**src/rtl/dispatch_sched.sv**
```systemverilog
// dispatch_sched: in-order instruction FIFO feeding ALU/LSU/MD
// reservation stations under per-unit credit flow control.
module dispatch_sched #(
  parameter int QDEPTH   = 4,
  parameter int ALU_CRED = 4,
  parameter int LSU_CRED = 4,
  parameter int MD_CRED  = 2,
  parameter int TAG_W    = 4
) (
  input  logic             clk_i,
  input  logic             rst_ni,
  input  logic             flush_i,
  input  logic             in_valid_i,
  output logic             in_ready_o,
  input  logic [31:0]      inst_i,
  input  logic [3:0]       class_i,
  input  logic             alu_rel_i,
  input  logic             lsu_rel_i,
  input  logic             md_rel_i,
  output logic             disp_valid_o,
  output logic [2:0]       disp_unit_o,
  output logic [31:0]      disp_inst_o,
  output logic [TAG_W-1:0] disp_tag_o,
  output logic             illegal_o,
  output logic             cred_err_o
);

  localparam int AW   = (QDEPTH > 1) ? $clog2(QDEPTH) : 1;
  localparam int CNW  = $clog2(QDEPTH + 1);
  localparam int CM1  = (ALU_CRED > LSU_CRED) ? ALU_CRED : LSU_CRED;
  localparam int CMAX = (CM1 > MD_CRED) ? CM1 : MD_CRED;
  localparam int CRW  = $clog2(CMAX + 1);

  localparam logic [CRW-1:0] ALU_MAX = CRW'(ALU_CRED);
  localparam logic [CRW-1:0] LSU_MAX = CRW'(LSU_CRED);
  localparam logic [CRW-1:0] MD_MAX  = CRW'(MD_CRED);
  localparam logic [CNW-1:0] QFULL   = CNW'(QDEPTH);

  logic [31:0]      inst_q [QDEPTH];
  logic [3:0]       cls_q  [QDEPTH];
  logic [AW-1:0]    wptr, rptr;
  logic [CNW-1:0]   count;
  logic [CRW-1:0]   alu_cred, lsu_cred, md_cred;
  logic [TAG_W-1:0] tag;

  logic [3:0] head_cls;
  logic [2:0] sel_unit;
  logic       illegal_head, has_cred;
  logic       active, disp, pop_ill, pop, push;
  logic       err_any;

  function automatic logic [CRW-1:0] cred_upd(
    input logic [CRW-1:0] c,
    input logic [CRW-1:0] mx,
    input logic           dec,
    input logic           rel
  );
    logic [CRW-1:0] r;
    r = c;
    if (dec && !rel)
      r = c - CRW'(1);
    else if (rel && !dec && c != mx)
      r = c + CRW'(1);
    return r;
  endfunction

  assign in_ready_o = (count < QFULL);
  assign head_cls   = cls_q[rptr];

  // Overlapping class bits resolve muldiv > lsu > alu/br.
  always_comb begin
    sel_unit     = 3'b000;
    illegal_head = 1'b0;
    priority case (1'b1)
      head_cls[1]:               sel_unit = 3'b001;
      head_cls[2]:               sel_unit = 3'b010;
      head_cls[3], head_cls[0]:  sel_unit = 3'b100;
      default:                   illegal_head = 1'b1;
    endcase
  end

  assign has_cred = |(sel_unit & {alu_cred != '0,
                                  lsu_cred != '0,
                                  md_cred  != '0});
  assign active  = (count != '0) && !flush_i;
  assign pop_ill = active && illegal_head;
  assign disp    = active && !illegal_head && has_cred;
  assign pop     = pop_ill || disp;
  assign push    = in_valid_i && in_ready_o && !flush_i;

  assign err_any = (alu_rel_i && !(disp && sel_unit[2]) && alu_cred == ALU_MAX)
                || (lsu_rel_i && !(disp && sel_unit[1]) && lsu_cred == LSU_MAX)
                || (md_rel_i  && !(disp && sel_unit[0]) && md_cred  == MD_MAX);

  always_ff @(posedge clk_i) begin
    if (push) begin
      inst_q[wptr] <= inst_i;
      cls_q[wptr]  <= class_i;
    end
  end

  always_ff @(posedge clk_i or negedge rst_ni) begin
    if (!rst_ni) begin
      wptr         <= '0;
      rptr         <= '0;
      count        <= '0;
      tag          <= '0;
      alu_cred     <= ALU_MAX;
      lsu_cred     <= LSU_MAX;
      md_cred      <= MD_MAX;
      disp_valid_o <= 1'b0;
      disp_unit_o  <= 3'b000;
      disp_inst_o  <= '0;
      disp_tag_o   <= '0;
      illegal_o    <= 1'b0;
      cred_err_o   <= 1'b0;
    end else begin
      if (flush_i) begin
        wptr  <= '0;
        rptr  <= '0;
        count <= '0;
      end else begin
        wptr  <= wptr + AW'(push);
        rptr  <= rptr + AW'(pop);
        count <= count + CNW'(push) - CNW'(pop);
      end
      alu_cred     <= cred_upd(alu_cred, ALU_MAX, disp && sel_unit[2], alu_rel_i);
      lsu_cred     <= cred_upd(lsu_cred, LSU_MAX, disp && sel_unit[1], lsu_rel_i);
      md_cred      <= cred_upd(md_cred,  MD_MAX,  disp && sel_unit[0], md_rel_i);
      cred_err_o   <= cred_err_o || err_any;
      disp_valid_o <= disp;
      illegal_o    <= pop_ill;
      if (disp) begin
        disp_unit_o <= sel_unit;
        disp_inst_o <= inst_q[rptr];
        disp_tag_o  <= tag;
        tag         <= tag + TAG_W'(1);
      end
    end
  end

endmodule

```
**config.mk**
```make
export PLATFORM = sky130hd
export DESIGN_NAME = dispatch_sched
export DESIGN_NICKNAME = d
export VERILOG_FILES = /design/src/rtl/dispatch_sched.sv
export SDC_FILE = /design/constraint.sdc
export NUM_CORES = 1
export LEC_CHECK = 0
export CAP_MARGIN = 25
export CORE_AREA = 2 2 143 173
export DETAILED_ROUTE_END_ITERATION = 12
export DIE_AREA = 0 0 145 175
export PLACE_DENSITY = 0.52
export SETUP_SLACK_MARGIN = 0.2
export SYNTH_ARGS = -nofsm -noshare
export SYNTH_HDL_FRONTEND = slang
export SYNTH_SLANG_ARGS = --single-unit
```
**constraint.sdc**
```tcl
create_clock -name clk_i -period 4.1 [get_ports clk_i]
set_clock_uncertainty 0.05 [all_clocks]
set_input_delay 1.025 -clock clk_i [delete_from_list [all_inputs] [get_ports clk_i]]
set_output_delay 1.025 -clock clk_i [all_outputs]
set_load 0.05 [all_outputs]
```
==> out/summary.txt, run 1 <==
Setup TNS = 0 ns
Gpl congestion = 0.714
Critical-path top delay cell = mux4_2
Fin nets = 664
Mapped Area = 8150 um2
Die width = 145 um
Port Buffer Count = 85
Reg2reg path depth = 12
Most frequent cells in the layout = 144 x edfxtp_1, 127 x nand2_1, 84 x clkdlybuf4s50_1
Number of diodes = 0
Final Max Tran Viols = 0
FF-to-FF End = count[2]$_DFF_PN0_
Max Fclk = 0.312 GHz
Post-Synth XOR/XNOR Area = 1.07%
Antenna violations before repair = 0
Commonest non-fill, non-tap cell in the layout = edfxtp_1
Sink Count = 206
Synth Area in Compound Gates = 2.69%
CP arrival = 3.54 ns
Hold Path Depth = 1
CP Launch Type = register
Final hold viol count = 0
Largest family of logic cells by synthesized area = multiplexers
Hold Path Sink = tag[3]$_DFFE_PN0N_
Final min period = 3.21 ns
Initial Util = 34.5%
Slew margin rel. = 40.1%
Static Leak = 3.74 nW
Total GRT Usage = 13.4%
Postcts setup bufs = 0
Largest buffer count on any clock path = 3
TritonRoute pass-1 iters = 4
Worst vdd ir = 0.278 mV
Avg Inst Size Synth = 16.0 um2
Routed Antenna Nets = 0
Setup-failing EPs final = 0
Post-route cell area = 10200 um2
Initial drt markers = 244
# hold bufs at CTS = 0
Simple-gate share of the synthesized area = 9.53%
Setup repair after global routing missed its margin = no
Post-synthesis mux area share = 10.9%
Final wirelength = 16700 um
Cts bufs inserted = 22
Via count = 4478
Synth Warn # = 0
Layout cell share with drive strength beyond 1 = 16.7%
Syn_nets = 560
Fraction of registers with async set/reset = 30.1%
Setup crit end kind = register
Vias/cell = 4.72
Least-Margin Pin Slew = 0.898 ns
Clock slew at reported path FFs = 0.07 ns
Total power = 7.12 mW
Full die area = 25400 um2
Core Area = 23700 um2
P&R area growth vs syn = 25.1%
Die span in y = 175 um
Grt ovf = 0
Post-route DRC = 0
Post-cts sizing count = 0
Vias in the first global route = 4927
Worst path max stage delay = 0.63 ns
Power Density = 698 nW/um2
Predominant post-synthesis flop cell = edfxtp_1
Setup ws final = 0.890 ns
Synth Instances = 508
FP Rows = 62
Smallest hold slack = 0.424 ns
HP Start = tag[3]$_DFFE_PN0N_
WL per Instance = 17.6 um
Critical setup path kind = register to register
First-pass GRT wire length = 26800 um
CTS tree = built
Crit Path Max Fanout = 16
Top-Level Pins = 86
H-tree depth = 1
Worst r2r src = rptr[0]$_DFF_PN0_
Post-synthesis sequential area ratio = 72.1%
Required time worst endpoint = 4.43 ns
Fin crit share = 78.3%
DP Wirelength = 10000 um
Synth Register Bits = 206
Area after DPL = 9480 um2
Setup slack, reg-to-reg = 0.89 ns
Worst Hold Class = register to register
Root Buffer = clkbuf_16
Pin count of the biggest net entering global routing = 63
Post-synth cell types = 49
Max_cap viols = 0
Worst-path cell chain = buf_4, mux4_2, o21a_1, a21o_2, o21ai_0, ha_1, inv_1, ha_1, inv_1, fa_1, xnor2_1, nor2_1
Status = finished, final reports clean
Adder-cell area share of the yosys netlist = 1.75%
Post-placement setup slack = 0.692 ns
Clk Latency, worst-skew pair = 0.49 ns
EDFF count, synth = 144
## registers in the layout, indices dropped and copies added (netlist names)
name,flops
disp_valid_o,1
disp_unit_o,3
disp_tag_o,4
rptr,2
tag,4
wptr,2
inst_q,128
count,3
disp_inst_o,32
alu_cred,3
cls_q,16
illegal_o,1
md_cred,3
cred_err_o,1
lsu_cred,3
## cells by family (layout without fill, tap and decap cells)
group / Yosys count / count (layout)
DFF: 206 / 206
and+or+nand+nor: 174 / 174
muxes: 45 / 45
AOI/OAI and AO/OA: 32 / 32
buffers and inverters: 32 / 152
xor gates and xnor gates: 10 / 10
adders and majority gates: 9 / 9
## metrics by stage
stage	util [%]	instances
floorplan	-	508
global placement	40.1	908
detailed placement	40.1	908
CTS	43.1	948
global route	43.1	948
finish	43.1	948
## layout make-up
type	instances	area (um2)
timing repair buffer	99	1000
sequential	206	5880
fill	2143	13500
inverter	13	48.8
clock buffer	29	628
tap	320	400
clock inverter	11	87.6
multi-input combinational	270	2150
## power by group
group	internal (mW)	switching, mW
Sequential	2.58	0.224
Combinational	0.928	1.46
Clock	1.14	0.773
Total	4.65	2.46
## critical path: cells and delay by family (launching register included)
family | cells | cell delay, ns
adder cells (fa/ha/maj) | 3 | 0.77
buffers and inverters | 3 | 0.40
XOR/XNOR | 1 | 0.16
AND/OR/NAND/NOR | 1 | 0.05
flip-flops | 1 | 0.38
multiplexers | 1 | 0.63
AO/OA/AOI/OAI | 3 | 0.67
## routing by layer
metal	share of wire [%]	GRT usage, %	vias up
met5	0	0	-
met4	1.6	3.47	0
met3	3.4	2.32	17
met2	53	25.3	79
met1	42	15.8	2307
li1	-	-	2075
## worst max path at each step
stage | slack [ns] | end | startpoint
finish | 0.89 | count[2]$_DFF_PN0_ | rptr[0]$_DFF_PN0_
global route | 0.65 | count[2]$_DFF_PN0_ | rptr[1]$_DFF_PN0_
CTS | 0.86 | count[2]$_DFF_PN0_ | rptr[0]$_DFF_PN0_
detailed placement | 0.69 | count[2]$_DFF_PN0_ | flush_i
global placement | 0.70 | count[2]$_DFF_PN0_ | flush_i
floorplan | 0.54 | cls_q[1][0]$_DFFE_PP_ | flush_i
## cell usage after synthesis, types with 2 or more instances
master | n | area (um2)
nand2_1 | 127 | 477
nor2_1 | 13 | 48.8
a211oi_1 | 3 | 22.5
mux2i_1 | 8 | 80.1
nand2b_1 | 5 | 31.3
fa_1 | 4 | 80.1
dfrtp_1 | 59 | 1480
or3_1 | 2 | 12.5
a21oi_1 | 5 | 25.0
a21o_1 | 3 | 22.5
o21a_1 | 3 | 22.5
or2_2 | 2 | 12.5
nor4b_1 | 3 | 26.3
clkbuf_1 | 7 | 26.3
buf_6 | 3 | 33.8
mux4_2 | 35 | 788
nor2b_1 | 4 | 25.0
dfstp_2 | 3 | 78.8
inv_1 | 12 | 45.0
mux2_2 | 2 | 22.5
nor3_1 | 4 | 20.0
buf_2 | 7 | 35.0
and3_1 | 2 | 12.5
xnor2_1 | 6 | 52.6
xor2_1 | 4 | 35.0
nand3_1 | 2 | 10.0
nand4_1 | 2 | 12.5
o21ai_0 | 8 | 40.0
edfxtp_1 | 144 | 4320
a31oi_1 | 3 | 18.8
ha_1 | 5 | 62.6
Note: power is estimated with default switching activity, not from simulation.
==> run 2: changes to the inputs <==
==> constraint.sdc (replaced) <==
create_clock -name clk_i -period 3.3 [get_ports clk_i]
set_clock_uncertainty 0.05 [all_clocks]
set_input_delay 0.825 -clock clk_i [delete_from_list [all_inputs] [get_ports clk_i]]
set_output_delay 0.825 -clock clk_i [all_outputs]
set_load 0.05 [all_outputs]
==> run 2 against run 1 <==
Sequential power is 24% higher. Register-to-register slack worse by 0.49 ns. Critical path type unchanged. Power is 22% higher. Largest cell class unchanged. Critical endpoint is now md_cred[2]$_DFFE_PN0P_.
==> out/summary.txt, run 2 (same netlist as run 1, synthesis figures left out) <==
Status = finished, final reports clean (unchanged)
Net switching power = 3.05 mW (was 2.46 mW)
Cts bufs inserted = 21 (was 22)
Critical setup path kind = register to register (unchanged)
Clock slew at reported path FFs = 0.06 ns (was 0.07 ns)
Static Leak = 3.74 nW (about the same)
Crit path buffers/inverters = 1 (was 3)
CP most frequent cell = o21ai_0
DP Wirelength = 10400 um (was 10000 um)
CP Launch Type = register (unchanged)
Die width = 145 um (unchanged)
Worst path depth = 10 (was 12)
Number of diodes = 0 (unchanged)
Vias/cell = 4.73 (was 4.72)
Die span in y = 175 um (unchanged)
Gpl congestion = 0.708 (was 0.714)
CTS tree = built (unchanged)
Crit Path Max Fanout = 5 (was 16)
Worst Hold Class = input port to asynchronous set/reset pin (was register to register)
Max FFs per register = 128 (unchanged)
Worst-path cell chain = nand2b_1, mux4_2, o21a_2, buf_4, or3_1, fa_1, nor2b_1, o21ai_0, nand3b_1, o21ai_0 (was buf_4, mux4_2, o21a_1, a21o_2, o21ai_0, ha_1, inv_1, ha_1, inv_1, fa_1, xnor2_1, nor2_1)
Worst r2r src = cls_q[2][1]$_DFFE_PP_ (was rptr[0]$_DFF_PN0_)
Largest regs = inst_q x128, disp_inst_o x32, cls_q x16 (unchanged)
Setup TNS = 0 ns (unchanged)
Routed Antenna Nets = 0 (unchanged)
Fin nets = 668 (was 664)
Post-route cell area = 10200 um2 (about the same)
Initial drt markers = 208 (was 244)
Worst Setup SP = cls_q[2][1]$_DFFE_PP_ (was rptr[0]$_DFF_PN0_)
Vias in the first global route = 4901 (was 4927)
Port Buffer Count = 85 (unchanged)
# fillers = 2144 (was 2143)
Critical-path top delay cell = mux4_2 (unchanged)
Core Area = 23700 um2 (unchanged)
Worst vdd ir = 0.338 mV (was 0.278 mV)
Antenna violations before repair = 0 (unchanged)
Final wirelength = 16700 um (about the same)
Top-Level Pins = 86 (unchanged)
Met2 WL post-DR = 8830 um (was 8870 um)
Required time worst endpoint = 3.62 ns (was 4.43 ns)
Logic pwr share = 34.3% (was 33.6%)
H-tree depth = 1 (unchanged)
Full die area = 25400 um2 (unchanged)
Switching Fraction = 35.0% (was 34.6%)
Clock Power Share = 25.6% (was 26.9%)
Least-Margin Pin Slew = 0.865 ns (was 0.898 ns)
Via count = 4495 (was 4478)
Clk Latency, worst-skew pair = 0.49 ns (about the same)
WL per Instance = 17.6 um (about the same)
Root Buffer = clkbuf_16 (unchanged)
Reg2reg path depth = 10 (was 12)
CP arrival = 3.23 ns (was 3.54 ns)
Final min period = 2.90 ns (was 3.21 ns)
Setup-failing EPs final = 0 (unchanged)
Slew margin rel. = 42.3% (was 40.1%)
Most frequent cells in the layout = 144 x edfxtp_1, 127 x nand2_1, 84 x clkdlybuf4s50_1 (unchanged)
Final hold viol count = 0 (unchanged)
Initial Util = 34.5% (unchanged)
DR top layer = met4 (unchanged)
Met3 wire length = 536 um (was 575 um)
Max_cap viols = 0 (unchanged)
Worst path max stage delay = 0.55 ns (was 0.63 ns)
Layout cell share with drive strength beyond 1 = 17.4% (was 16.7%)
FP Rows = 62 (unchanged)
Largest Register = inst_q (unchanged)
P&R area growth vs syn = 24.8% (was 25.1%)
Commonest non-fill, non-tap cell in the layout = edfxtp_1 (unchanged)
Largest buffer count on any clock path = 3 (unchanged)
Share of power burned in registers = 40.1% (was 39.4%)
Sink Count = 206 (unchanged)
Pin count of the biggest net entering global routing = 63 (unchanged)
Power Density = 856 nW/um2 (was 698 nW/um2)
Setup repair after global routing missed its margin = yes (was no)
Setup crit end kind = register (unchanged)
Post-route DRC = 0 (unchanged)
First-pass GRT wire length = 26900 um (was 26800 um)
Met1 WL = 7040 um (was 6990 um)
Pint = 5.66 mW (was 4.65 mW)
Total GRT Usage = 13.4% (about the same)
Fin crit share = 88.0% (was 78.3%)
Total power = 8.71 mW (was 7.12 mW)
Area after DPL = 9500 um2 (was 9480 um2)
Final Max Tran Viols = 0 (unchanged)
Critical path's top delay family = simple AND/OR/NAND/NOR gates (was adder cells)
TritonRoute pass-1 iters = 6 (was 4)
Max Fclk = 0.344 GHz (was 0.312 GHz)
Grt ovf = 0 (unchanged)
## run 2: cell types whose count changed in the layout (fill, tap and decap cells not counted), sizes merged
cell / delta
buf: +5
bufinv: -1
clkinvlp: -1
## run 2: worst register-to-register path, cell delays in order (launching register included)
cell and delay, ns:
edfxtp_1 0.38, nand2b_1 0.16, mux4_2 0.55, o21a_2 0.28
buf_4 0.16, or3_1 0.38, fa_1 0.40, nor2b_1 0.15
o21ai_0 0.11, nand3b_1 0.09, o21ai_0 0.08
## run 2: power by group through the flow
stage,Clock [mW],Sequential (mW),Combinational (mW)
after floorplan,0,4.26,1.36
after global placement,0,3.54,2.98
after detailed placement,0,3.55,3.02
after CTS,2.30,3.51,3.03
after global routing,2.39,3.56,3.26
final,2.23,3.49,2.99
## run 2: metal layers
layer | global-route usage (%) | vias up
met5 | 0 | -
met4 | 3.59 | 0
met3 | 2.09 | 26
met2 | 24.8 | 72
met1 | 16.3 | 2319
li1 | - | 2078
## run 2: worst paths after layout
kind	end	slack (ns)
worst max-delay path	md_cred[2]$_DFFE_PN0P_	0.40
worst min-delay path	disp_inst_o[21]$_DFFE_PN0N_	0.40
worst max register to register	md_cred[2]$_DFFE_PN0P_	0.40
worst min register to register	disp_inst_o[6]$_DFFE_PN0N_	0.42
max in group asynchronous	rptr[1]$_DFF_PN0_	2.20
min in group clk_i	disp_inst_o[6]$_DFFE_PN0N_	0.42
## run 2: through the flow
step / utilization [%] / setup slack (ns) / hold WS, ns / std cells
6_report: 43.0 / 0.396 / 0.396 / 951
5_1_grt: 43.0 / 0.189 / 0.456 / 951
4_1_cts: 42.9 / 0.251 / 0.427 / 949
3_5_place_dp: 40.1 / 0.0862 / 0.412 / 911
3_3_place_gp: 40.1 / 0.172 / 0.411 / 911
2_1_floorplan: - / 0.206 / 0.395 / 508
## run 2: final cells by class
class | instances | area (um2) | share of cell area [%]
Multi-Input combinational cell | 270 | 2160 | 21.2
Clock buffer | 29 | 606 | 5.95
Sequential cell | 206 | 5880 | 57.8
Inverter | 13 | 48.8 | 0.480
Tap cell | 320 | 400 | 3.94
Timing Repair Buffer | 104 | 1030 | 10.1
Clock inverter | 9 | 47.5 | 0.467
## run 2: what timing repair did
action,CTS,global route
endpoints found under the hold margin,0,0
gates cloned,0,0
setup endpoints to repair,23,16
setup buffers,0,2
pin swaps,0,1
resized for setup,1,3
hold buffers,0,0
